$ cat src/rtl/pc_fetch_seq.sv
// PC register and instruction-fetch sequencer.
// Owns the fetch PC, keeps at most one instruction-memory request in flight,
// and redirects fetch from exception vector, eret/EPC, or a resolved branch
// target. Fetched words are presented to the IF/ID register with their PC.
//
// Handshake: imem_req is a one-cycle strobe qualified by imem_addr; the
// memory answers with a one-cycle imem_ready pulse (imem_rdata valid with it)
// at least one cycle later. imem_ready is only meaningful while a request is
// outstanding; it is ignored in every other state.
module pc_fetch_seq #(
   parameter logic [31:0] RESET_PC = 32'h0000_3000,
   parameter logic [31:0] EXC_VEC  = 32'h0000_4180
) (
   input  logic        clk,
   input  logic        reset,
   input  logic        stall,
   input  logic        redirect,
   input  logic [31:0] redirect_pc,
   input  logic        exc_req,
   input  logic        eret,
   input  logic [31:0] epc,
   output logic        imem_req,
   output logic [31:0] imem_addr,
   input  logic        imem_ready,
   input  logic [31:0] imem_rdata,
   output logic [31:0] pc,
   output logic        if_valid,
   output logic [31:0] if_instr,
   output logic [31:0] if_pc,
   output logic [31:0] if_pc4,
   output logic        if_adel,
   output logic [1:0]  fsm_state
);

   typedef enum logic [1:0] {
      S_BOOT = 2'd0,
      S_REQ  = 2'd1,
      S_WAIT = 2'd2
   } state_t;

   state_t      state;
   state_t      state_nxt;
   logic [31:0] pc_nxt;
   logic        pend_v;
   logic        pend_v_nxt;
   logic [31:0] pend_pc;
   logic [31:0] pend_pc_nxt;
   logic        word_load;
   logic        adel_load;
   logic        redir_ev;
   logic [31:0] target;
   logic [31:0] pc_plus4;

   // Redirect source priority: exception, then eret, then branch/jump.
   always_comb begin
      redir_ev = exc_req | eret | redirect;
      target   = redirect_pc;
      if (exc_req) begin
         target = EXC_VEC;
      end else if (eret) begin
         target = epc;
      end
   end

   assign pc_plus4  = pc + 32'd4;
   assign imem_addr = pc;
   assign fsm_state = state;

   // State register.
   always_ff @(posedge clk or posedge reset) begin
      if (reset) begin
         state <= S_BOOT;
      end else begin
         state <= state_nxt;
      end
   end

   // Next-state, request strobe and next values of PC / pending redirect.
   always_comb begin
      state_nxt   = state;
      pc_nxt      = pc;
      pend_v_nxt  = pend_v;
      pend_pc_nxt = pend_pc;
      imem_req    = 1'b0;
      word_load   = 1'b0;
      adel_load   = 1'b0;
      unique case (state)
         S_BOOT: begin
            state_nxt = S_REQ;
         end
         S_REQ: begin
            if (redir_ev) begin
               pc_nxt = target;
            end else if (!stall) begin
               if (pc[1:0] != 2'b00) begin
                  // Misaligned fetch: report it, never touch memory.
                  adel_load = 1'b1;
               end else begin
                  imem_req  = 1'b1;
                  state_nxt = S_WAIT;
               end
            end
         end
         S_WAIT: begin
            if (imem_ready) begin
               state_nxt  = S_REQ;
               pend_v_nxt = 1'b0;
               if (redir_ev) begin
                  pc_nxt = target;
               end else if (pend_v) begin
                  pc_nxt = pend_pc;
               end else begin
                  word_load = 1'b1;
                  pc_nxt    = pc_plus4;
               end
            end else if (redir_ev) begin
               // Remember the newest redirect; the in-flight word is wrong-path.
               pend_v_nxt  = 1'b1;
               pend_pc_nxt = target;
            end
         end
         default: begin
            state_nxt = S_BOOT;
         end
      endcase
   end

   // PC and pending-redirect registers.
   always_ff @(posedge clk or posedge reset) begin
      if (reset) begin
         pc      <= RESET_PC;
         pend_v  <= 1'b0;
         pend_pc <= 32'd0;
      end else begin
         pc      <= pc_nxt;
         pend_v  <= pend_v_nxt;
         pend_pc <= pend_pc_nxt;
      end
   end

   // IF output register: load a word or an address error, hold under stall,
   // otherwise drop to invalid (this also flushes on a redirect).
   always_ff @(posedge clk or posedge reset) begin
      if (reset) begin
         if_valid <= 1'b0;
         if_instr <= 32'd0;
         if_pc    <= 32'd0;
         if_pc4   <= 32'd4;
         if_adel  <= 1'b0;
      end else if (word_load) begin
         if_valid <= 1'b1;
         if_instr <= imem_rdata;
         if_pc    <= pc;
         if_pc4   <= pc_plus4;
         if_adel  <= 1'b0;
      end else if (adel_load) begin
         if_valid <= 1'b1;
         if_instr <= 32'd0;
         if_pc    <= pc;
         if_pc4   <= pc_plus4;
         if_adel  <= 1'b1;
      end else if (!stall) begin
         if_valid <= 1'b0;
         if_adel  <= 1'b0;
      end
   end

endmodule

$ cat config.mk
export PLATFORM = sky130hd
export DESIGN_NAME = pc_fetch_seq
export DESIGN_NICKNAME = d
export VERILOG_FILES = /design/src/rtl/pc_fetch_seq.sv
export SDC_FILE = /design/constraint.sdc
export NUM_CORES = 1
export LEC_CHECK = 0
export BUFFER_PORTS_ARGS = -buffer_cell sky130_fd_sc_hd__buf_2
export CORE_ASPECT_RATIO = 0.75
export CORE_MARGIN = 2
export CORE_UTILIZATION = 55
export CTS_BUF_LIST = sky130_fd_sc_hd__clkbuf_16
export DETAILED_ROUTE_END_ITERATION = 8
export MAX_ROUTING_LAYER = met4
export PLACE_DENSITY = 0.94
export SETUP_SLACK_MARGIN = 0.4
export SLEW_MARGIN = 0
export SYNTH_ARGS = -nofsm -noshare
export SYNTH_HDL_FRONTEND = slang
export SYNTH_SLANG_ARGS = --single-unit
$ cat constraint.sdc
create_clock -name clk -period 7.63 [get_ports clk]
set_clock_uncertainty 0.15 [all_clocks]
set_input_delay 0.3815 -clock clk [delete_from_list [all_inputs] [get_ports clk]]
set_output_delay 0.3815 -clock clk [all_outputs]
set_load 0.005 [all_outputs]
After elaboration in Yosys (flattened, before gate mapping)

Index checks and enable logic that the tools add are counted.

Reduce and logical (&&, ||, !) cells: 9
Magnitude comparators: 0
$add $sub $neg: 1
Shift operators: 0
Bitwise gates (word level): 3
Equal/unequal tests: 8
Multiply operators: 0
Mux-type cells: 36
Divide/modulo/power cells: 0

Operator list:

| operator              | count |
|---|---|
| $mux 32               | 12 |
| $pmux 32 s2           | 1 |
| $add 32x3->32 const B | 1 |
| $mux 1                | 18 |
| $ne 2x2->1 const B    | 5 |
| $mux 2                | 4 |
| $reduce_bool 2->1     | 4 |
| $pmux 2 s3            | 1 |
| $reduce_and 3->1      | 2 |
| $reduce_and 4->1      | 1 |
| $ne 3x1->1 const B    | 1 |
| $eq 2x1->1 const B    | 1 |
| $eq 2x2->1 const B    | 1 |
| $logic_not 2->1       | 1 |
| $or 1x1->1            | 2 |
| $reduce_and 2->1      | 1 |
| $not 1->1             | 1 |

Register bits after elaboration: 165
Latch bits: 0
Bits of input ports: 103
Bits in writable memories: 0
Memories: 0
Output and inout bits: 165
Logic and storage cells: 66
ROM bits: 0

Depth between registers and ports, before layout

Gate-level depths: netlist of run 1.

Depth in word-level cells: 7
Gate-level depth with buffers: 10
Depth with buffers taken out: 6

Worst setup path before layout of run 1

Ideal clock, no wire load.

Path kind: input to register
Start point: in eret
End point: reg if_pc4[11]
Buffers on the path: 5
Required time: 7.357 ns
Stages on the path: 10
Setup time: 0.123 ns
Data arrival time: 2.164 ns
Slack: 5.192 ns
Cells stage by stage: buf_6 -> or3_1 -> buf_2 -> or4_4 -> and2_1 -> buf_6 -> buf_6 -> buf_6 -> nand2_1 -> o21ai_1

Cells in the longest elaborated chain, start to end: 6
Elaborated cells on any way between the ends: 9
Classes of those cells: mux (6); bitwise (2); reduce/logical (1)

Ends and longest elaborated chain:

| element                                      | RTL line | RTL |
|---|---|---|
| start: declaration                           | 20       | `input logic eret,` |
| $or 1x1->1 * (2 in series)                   | 56       | `redir_ev = exc_req \| eret \| redirect;` |
| $mux 1                                       | 108      | `if (redir_ev) begin` |
| $mux 1                                       | 105      | `if (imem_ready) begin` |
| $mux 1                                       | 87       | `unique case (state)` |
| $mux 32 or $reduce_bool 2->1 (tied branches) | --       |  |
| end signal: assignment                       | 154      | `if_pc4 <= pc_plus4;` |
| end signal: assignment                       | 160      | `if_pc4 <= pc_plus4;` |
| end: declaration                             | 30       | `output logic [31:0] if_pc4,` |

Mark *: on every way between the ends. The rest lies on a longest branch, timed or not.
A chain may end at the register's enable or synchronous reset.

Final worst setup path of run 1

Start point: reg pend_v
End point: reg if_pc4[24]

Cells in the longest elaborated chain, start to end: 5
Elaborated cells on any way between the ends: 6
Classes of those cells: mux (5); reduce/logical (1)

Ends and longest elaborated chain:

| element                                      | RTL line | RTL |
|---|---|---|
| start: declaration                           | 44       | `logic pend_v;` |
| start signal: assignment                     | 136      | `pend_v <= pend_v_nxt;` |
| $mux 1 *                                     | 110      | `end else if (pend_v) begin` |
| $mux 1 *                                     | 108      |  |
| $mux 1 *                                     | 105      |  |
| $mux 1 *                                     | 87       |  |
| $mux 32 or $reduce_bool 2->1 (tied branches) | --       |  |

Marked as above.

==> metrics.md, run 1 <==
| Metric | Value |
|---|---|
| Worst hold slack | `-0.03677 ns` |
| Syn Area/Cell | `9.549 sq um` |
| Worst-path clk slew | `0.07 ns` |
| Most used DFF post-synth | `dfrtp_1` |
| Synth Cell Area | `8059 sq um` |
| Max-Cap Viols | `0` |
| Syn Nets | `948` |
| CTS tree | `built` |
| Area of the multi-input gates | `3396 sq um` |
| DP HPWL | `15.62 mm` |
| Worst min-delay path class | `input port to asynchronous set/reset pin` |
| Initial antenna violation count | `0` |
| Worst EP required | `7.74 ns` |
| Via density | `5.716` |
| Number of synthesized register bits | `163` |
| Port bufs | `267` |
| Crit. End Element | `register` |
| Worst setup margin | `3.810 ns` |
| Antenna Violating Nets Remaining | `0` |
| Worst skew pair latency | `0.43 ns` |
| Number of global-route vias before repair | `6,223` |
| Routed Wire Length | `22.31 mm` |
| TritonRoute pass-1 iters | `8` |
| Maximum clock rate | `0.2618 GHz` |
| CP Launch Type | `register` |
| IO Pins | `268` |
| Ys Warns | `0` |
| Gate Count Post-Synth | `844` |
| TritonCTS Buffers | `17` |
| Final setup TNS | `0 ns` |
| Initial Util | `55.94%` |
| DR vias | `7,128` |
| Layout area overhead | `20.21%` |
| Final net count | `1,138` |
| Crit-path max FO | `106` |
| First-pass GRT wire length | `34.11 mm` |
| Fill cell count | `1,103` |
| Pre-CTS setup slack | `3.783 ns` |
| CTS Hold Bufs | `0` |
| DRC violations left | `0` |
| Final Power | `2.423 mW` |
| Post-route clock period utilization | `50.06%` |
| Worst vdd ir | `0.1578 mV` |
| Routed len/inst | `17.89 um` |
| Synth unique cells | `55` |
| Number of gates resized after CTS | `0` |
| DRT iter0 DRCs | `772` |
| Crit path arrival time | `3.93 ns` |
| Final slew viol count | `0` |
| Worst-Margin Slew | `1.147 ns` |
| Routability cong. | `0.9196` |
| Pwr/cell area | `250.1 nW/um^2` |
| H-Tree Level Count | `4` |
| Pleak | `5.003 nW` |
| Slew margin rel. | `23.30%` |
| Post-synth EDFFs | `0` |
| GRT Util Overall | `29.38%` |
| Failing checks | `negative hold slack` |
| Busiest grt layer | `met2` |
| Fin crit period | `3.820 ns` |
| Final Hold Viols | `16` |
| Met3 Use GR | `6.807%` |
| Die X | `143.8 um` |
| Fin area | `9688 sq um` |
| Die area | `15,650 sq um` |
| Share of post-route cells with drive strength above 1 | `31.90%` |
| CTS root buf | `clkbuf_16` |
| Core Box Area | `14,410 sq um` |
| CTS sink cnt | `163` |
| Asr flop ratio synth | `100.0%` |
| # diodes | `0` |
| Setup violations, final | `0` |
| Die height | `108.8 um` |
| Rows | `38` |
| GRT met2 Usage | `42.38%` |
| GR Layer Usage met1 | `41.69%` |
| Status | `finished with violations` |
| Post-synthesis sequential area ratio | `50.66%` |
| Largest net degree at the start of global routing | `107` |
| Overflow after GRT | `0` |
| Critical path class | `register to register` |
| Register area | `4083 sq um` |
| CTS Buffer Depth | `2` |
| RSZ-0062 raised after global routing | `no` |
| Placed Area | `9130 sq um` |
| Post-CTS Setup Inserts | `0` |
-- flip-flops by register name, indices dropped and copies added, names as in the netlist --
register,flops
fsm_state,2
if_valid,1
imem_addr,32
if_pc4,30
if_instr,32
if_adel,1
pend_v,1
if_pc,32
pend_pc,32
-- worst max-delay path, cell delays in order (launching register included) --
cell	delay, ns
dfrtp_1	0.96
clkinv_1	0.66
nand4_1	0.61
and2_4	0.97
o21ai_0	0.25
-- stage by stage --
stage | std cells | utilization [%] | hold WS, ns
final | 1247 | 67.25 | -0.03677
after global routing | 1247 | 67.25 | 0.02001
after CTS | 1247 | 67.25 | 0.01503
after detailed placement | 1215 | 63.38 | 0.3012
after global placement | 1215 | 63.38 | 0.2952
after floorplan | 844 | - | 0.2918
-- routing by layer --
layer / vias to the layer above / wire length, um
li1: 3293 / -
met1: 3394 / 9617
met2: 410 / 10000
met3: 31 / 2355
met4: 0 / 329
met5: - / 0
-- final cells by class --
class / instances / area share (%)
inverter: 6 / 0.2841
multi-input combinational: 574 / 35.05
tap: 200 / 2.583
timing repair buffer: 272 / 14.18
clock buffer: 17 / 4.391
clock inverter: 15 / 1.369
sequential: 163 / 42.14
-- synth_stat cells, drive strengths merged (4+ instances only) --
cell type | count | area share (%)
a211o | 6 | 0.65
a211oi | 9 | 0.84
a21oi | 40 | 2.5
a221o | 5 | 0.62
a22o | 32 | 3.5
a31oi | 4 | 0.31
and3 | 6 | 0.47
buf | 65 | 5.6
clkbuf | 36 | 1.7
dfrtp | 160 | 50
inv | 5 | 0.23
mux2 | 13 | 1.8
mux2i | 29 | 3.6
nand2 | 157 | 7.3
nand2b | 5 | 0.39
nand3 | 23 | 1.4
nand4 | 7 | 0.62
nor2 | 62 | 2.9
nor2b | 4 | 0.31
nor3 | 21 | 1.4
nor4 | 7 | 0.54
o211ai | 4 | 0.37
o21ai | 50 | 3.3
o2bb2ai | 9 | 0.98
o31ai | 14 | 1.3
or2 | 5 | 0.39
or3 | 9 | 0.70
or4 | 5 | 0.51
xnor2 | 23 | 2.5
xor2 | 5 | 0.54
-- cells in the final DEF, fill, tap and decap left out, types with 6 or more instances in the layout --
master	count
a211o_1	6
a211oi_1	9
a21oi_1	40
a22o_1	32
and3_1	6
buf_2	267
clkbuf_16	17
dfrtp_1	160
mux2_2	13
mux2i_1	29
nand2_1	156
nand3_1	23
nand4_1	6
nor2_1	61
nor3_1	20
nor4_1	7
o21ai_0	39
o21ai_1	7
o2bb2ai_1	9
o31ai_1	14
or3_1	9
xnor2_1	23
-- kinds of logic after synthesis --
group / synth area share, %
AOI/OAI and AO/OA: 15.53
and+or+nand+nor: 17.61
xor gates and xnor gates: 3.043
adders and majority gates: 0.1552
DFF: 50.66
muxes: 5.418
buffers and inverters: 7.592
-- power by group --
part | leakage [nW] | switching, mW | internal [mW] | total, mW
combinational | 2.60 | 0.262 | 0.221 | 0.484
sequential | 2.14 | 0.123 | 1.00 | 1.12
clock | 0.265 | 0.363 | 0.451 | 0.814
-- final timing paths --
path	startpoint	endpoint	slack, ns	depth (start not counted)
min in group clk	imem_rdata[7]	if_instr[7]	0.03	2
max in group asynchronous	reset	pend_pc[24]	5.93	3
max	pend_v	if_pc4[24]	3.81	4
max reg2reg	pend_v	if_pc4[24]	3.81	4
min	reset	if_instr[24]	-0.04	2
min reg2reg	if_pc[13]	if_pc[13]	0.31	2
(Power assumes the default switching activity.)
==> run 2, diff against run 1 <==
- CORE_UTILIZATION: 55 -> 51
- PLACE_DENSITY: 0.94 -> 0.89
- clock period: 7.63 -> 3.55 ns (I/O delays scaled with it)
==> metrics.md, run 2 (synthesis results as in run 1) <==
| Metric | Value |
|---|---|
| CTS tree | `built` |
| Initial Util | `52.60%` |
| Area of the multi-input gates | `3397 sq um` |
| Worst skew pair latency | `0.43 ns` |
| Die X | `149.2 um` |
| Crit-path max FO | `54` |
| Pwr/cell area | `514.2 nW/um^2` |
| Worst-Margin Slew | `0.9300 ns` |
| Setup violations, final | `0` |
| Worst min-delay path class | `input port to register` |
| CTS root buf | `clkbuf_16` |
| RSZ-0062 raised after global routing | `no` |
| First-pass GRT wire length | `37.94 mm` |
| Share of post-route cells with drive strength above 1 | `31.23%` |
| Fin crit period | `2.594 ns` |
| Routed Wire Length | `24.37 mm` |
| # diodes | `0` |
| Slew margin rel. | `38.00%` |
| Via density | `5.656` |
| TritonRoute pass-1 iters | `5` |
| GRT Util Overall | `30.16%` |
| Maximum clock rate | `0.3855 GHz` |
| DRT iter0 DRCs | `779` |
| DP HPWL | `16.50 mm` |
| DRC violations left | `0` |
| Crit path arrival time | `2.75 ns` |
| Final Hold Viols | `0` |
| Layout area overhead | `28.30%` |
| CTS Buffer Depth | `2` |
| Pleak | `5.298 nW` |
| IO Pins | `268` |
| Post-Layout Cell Count | `1,316` |
| Post-route clock period utilization | `73.07%` |
| Initial antenna violation count | `0` |
| Rows | `39` |
| CTS sink cnt | `163` |
| Core Box Area | `15,320 sq um` |
| Worst EP required | `3.71 ns` |
| Crit. End Element | `register` |
| Antenna Violating Nets Remaining | `0` |
| Worst vdd ir | `0.2683 mV` |
| Die height | `112.9 um` |
| Final net count | `1,202` |
| DR vias | `7,443` |
| Largest net degree at the start of global routing | `164` |
| Cells after DPL | `1,232` |
| Final setup TNS | `0 ns` |
| Most frequent cells in the layout | `buf_2 (267), dfrtp_1 (160), nand2_1 (156), nor2_1 (61), dlygate4sd3_1 (52)` |
| Fill cell count | `1,172` |
| Die area | `16,830 sq um` |
| Most common cell after layout, fill and taps aside | `buf_2` |
| Critical path class | `register to register` |
| CP Launch Type | `register` |
| TritonCTS Buffers | `17` |
| H-Tree Level Count | `4` |
| Worst-path clk slew | `0.06 ns` |
| Max-Cap Viols | `0` |
| Status | `complete, no violations` |
| Port bufs | `267` |
| Overflow after GRT | `0` |
| Routed len/inst | `18.52 um` |
| Routability cong. | `0.8996` |
| Number of global-route vias before repair | `6,918` |
| Final slew viol count | `0` |
| Register area | `4083 sq um` |
## run 2: changes by cell type in the layout (fill, tap and decap cells not counted)
| cell | before | now |
|---|---|---|
| buf_4 | 5 | 15 |
| clkinvlp_4 | 3 | 5 |
| clkinv_1 | 4 | 2 |
| inv_6 | 4 | 2 |
| buf_12 | 0 | 2 |
| clkinv_2 | 1 | 3 |
| or3_1 | 9 | 8 |
| dlygate4sd3_1 | 0 | 52 |
| bufinv_16 | 1 | 2 |
| inv_8 | 1 | 0 |
| or3_2 | 0 | 1 |
| clkinv_4 | 3 | 1 |
| inv_1 | 4 | 6 |
## run 2: worst paths after layout
path                           startpoint            end  slack [ns]  cells after the start
min reg2reg                     if_pc[16]      if_pc[16]        0.32                      2
max in group asynchronous           reset  imem_addr[23]        2.18                      4
max                          fsm_state[1]    if_instr[2]        0.96                      6
min                        redirect_pc[3]     pend_pc[3]        0.01                      3
max reg2reg                  fsm_state[1]    if_instr[2]        0.96                      6
min in group asynchronous           reset    if_instr[9]        0.36                      4
## run 2: critical path, stage by stage (launching register included)
cell     delay (ns)
dfrtp_1        0.42
nor2b_1        0.63
nand4_1        0.18
buf_4          0.23
and2_4         0.32
buf_12         0.27
a22o_1         0.22
## run 2: final cells by class
| class | instances | area share [%] |
|---|---|---|
| sequential | 163 | 39.48 |
| multi-input combinational | 574 | 32.85 |
| timing repair buffer | 336 | 19.43 |
| clock buffer | 17 | 4.114 |
| tap | 205 | 2.481 |
| clock inverter | 15 | 1.379 |
| inverter | 6 | 0.2541 |
## run 2: repair_timing
item | in CTS | in global routing
buffers inserted | 0 | 0
endpoints found under the hold margin | 205 | 0
hold buffers | 52 | 0
gates resized for setup | 0 | 0
## run 2: where the power goes
part | leakage (nW) | switching [mW] | internal, mW
clock | 0.275 | 0.754 | 1.03
sequential | 2.14 | 0.256 | 2.16
combinational | 2.89 | 0.599 | 0.524
## run 2: per-stage QoR
stage | hold slack, ns | util [%] | power, mW | worst slack [ns] | instance area [sq um]
finish | 0.01284 | 67.48 | 5.316 | 0.9558 | 10340
global route | 0.02572 | 67.48 | 5.579 | 0.7472 | 10340
CTS | 0.004360 | 67.48 | 5.324 | 0.9937 | 10340
detailed placement | 0.2589 | 60.38 | 3.501 | 1.039 | 9251
global placement | 0.2504 | 60.38 | 3.458 | 1.082 | 9251
floorplan | 0.1133 | - | 2.982 | 1.154 | 8063
## run 2: per-layer routing
metal	share of wire, %	track usage [%]	vias to the layer above
met5	0	-	-
met1	44	41.64	3533
met4	1.7	8.063	0
met2	45	45.01	450
met3	9.4	7.339	40
li1	-	-	3420
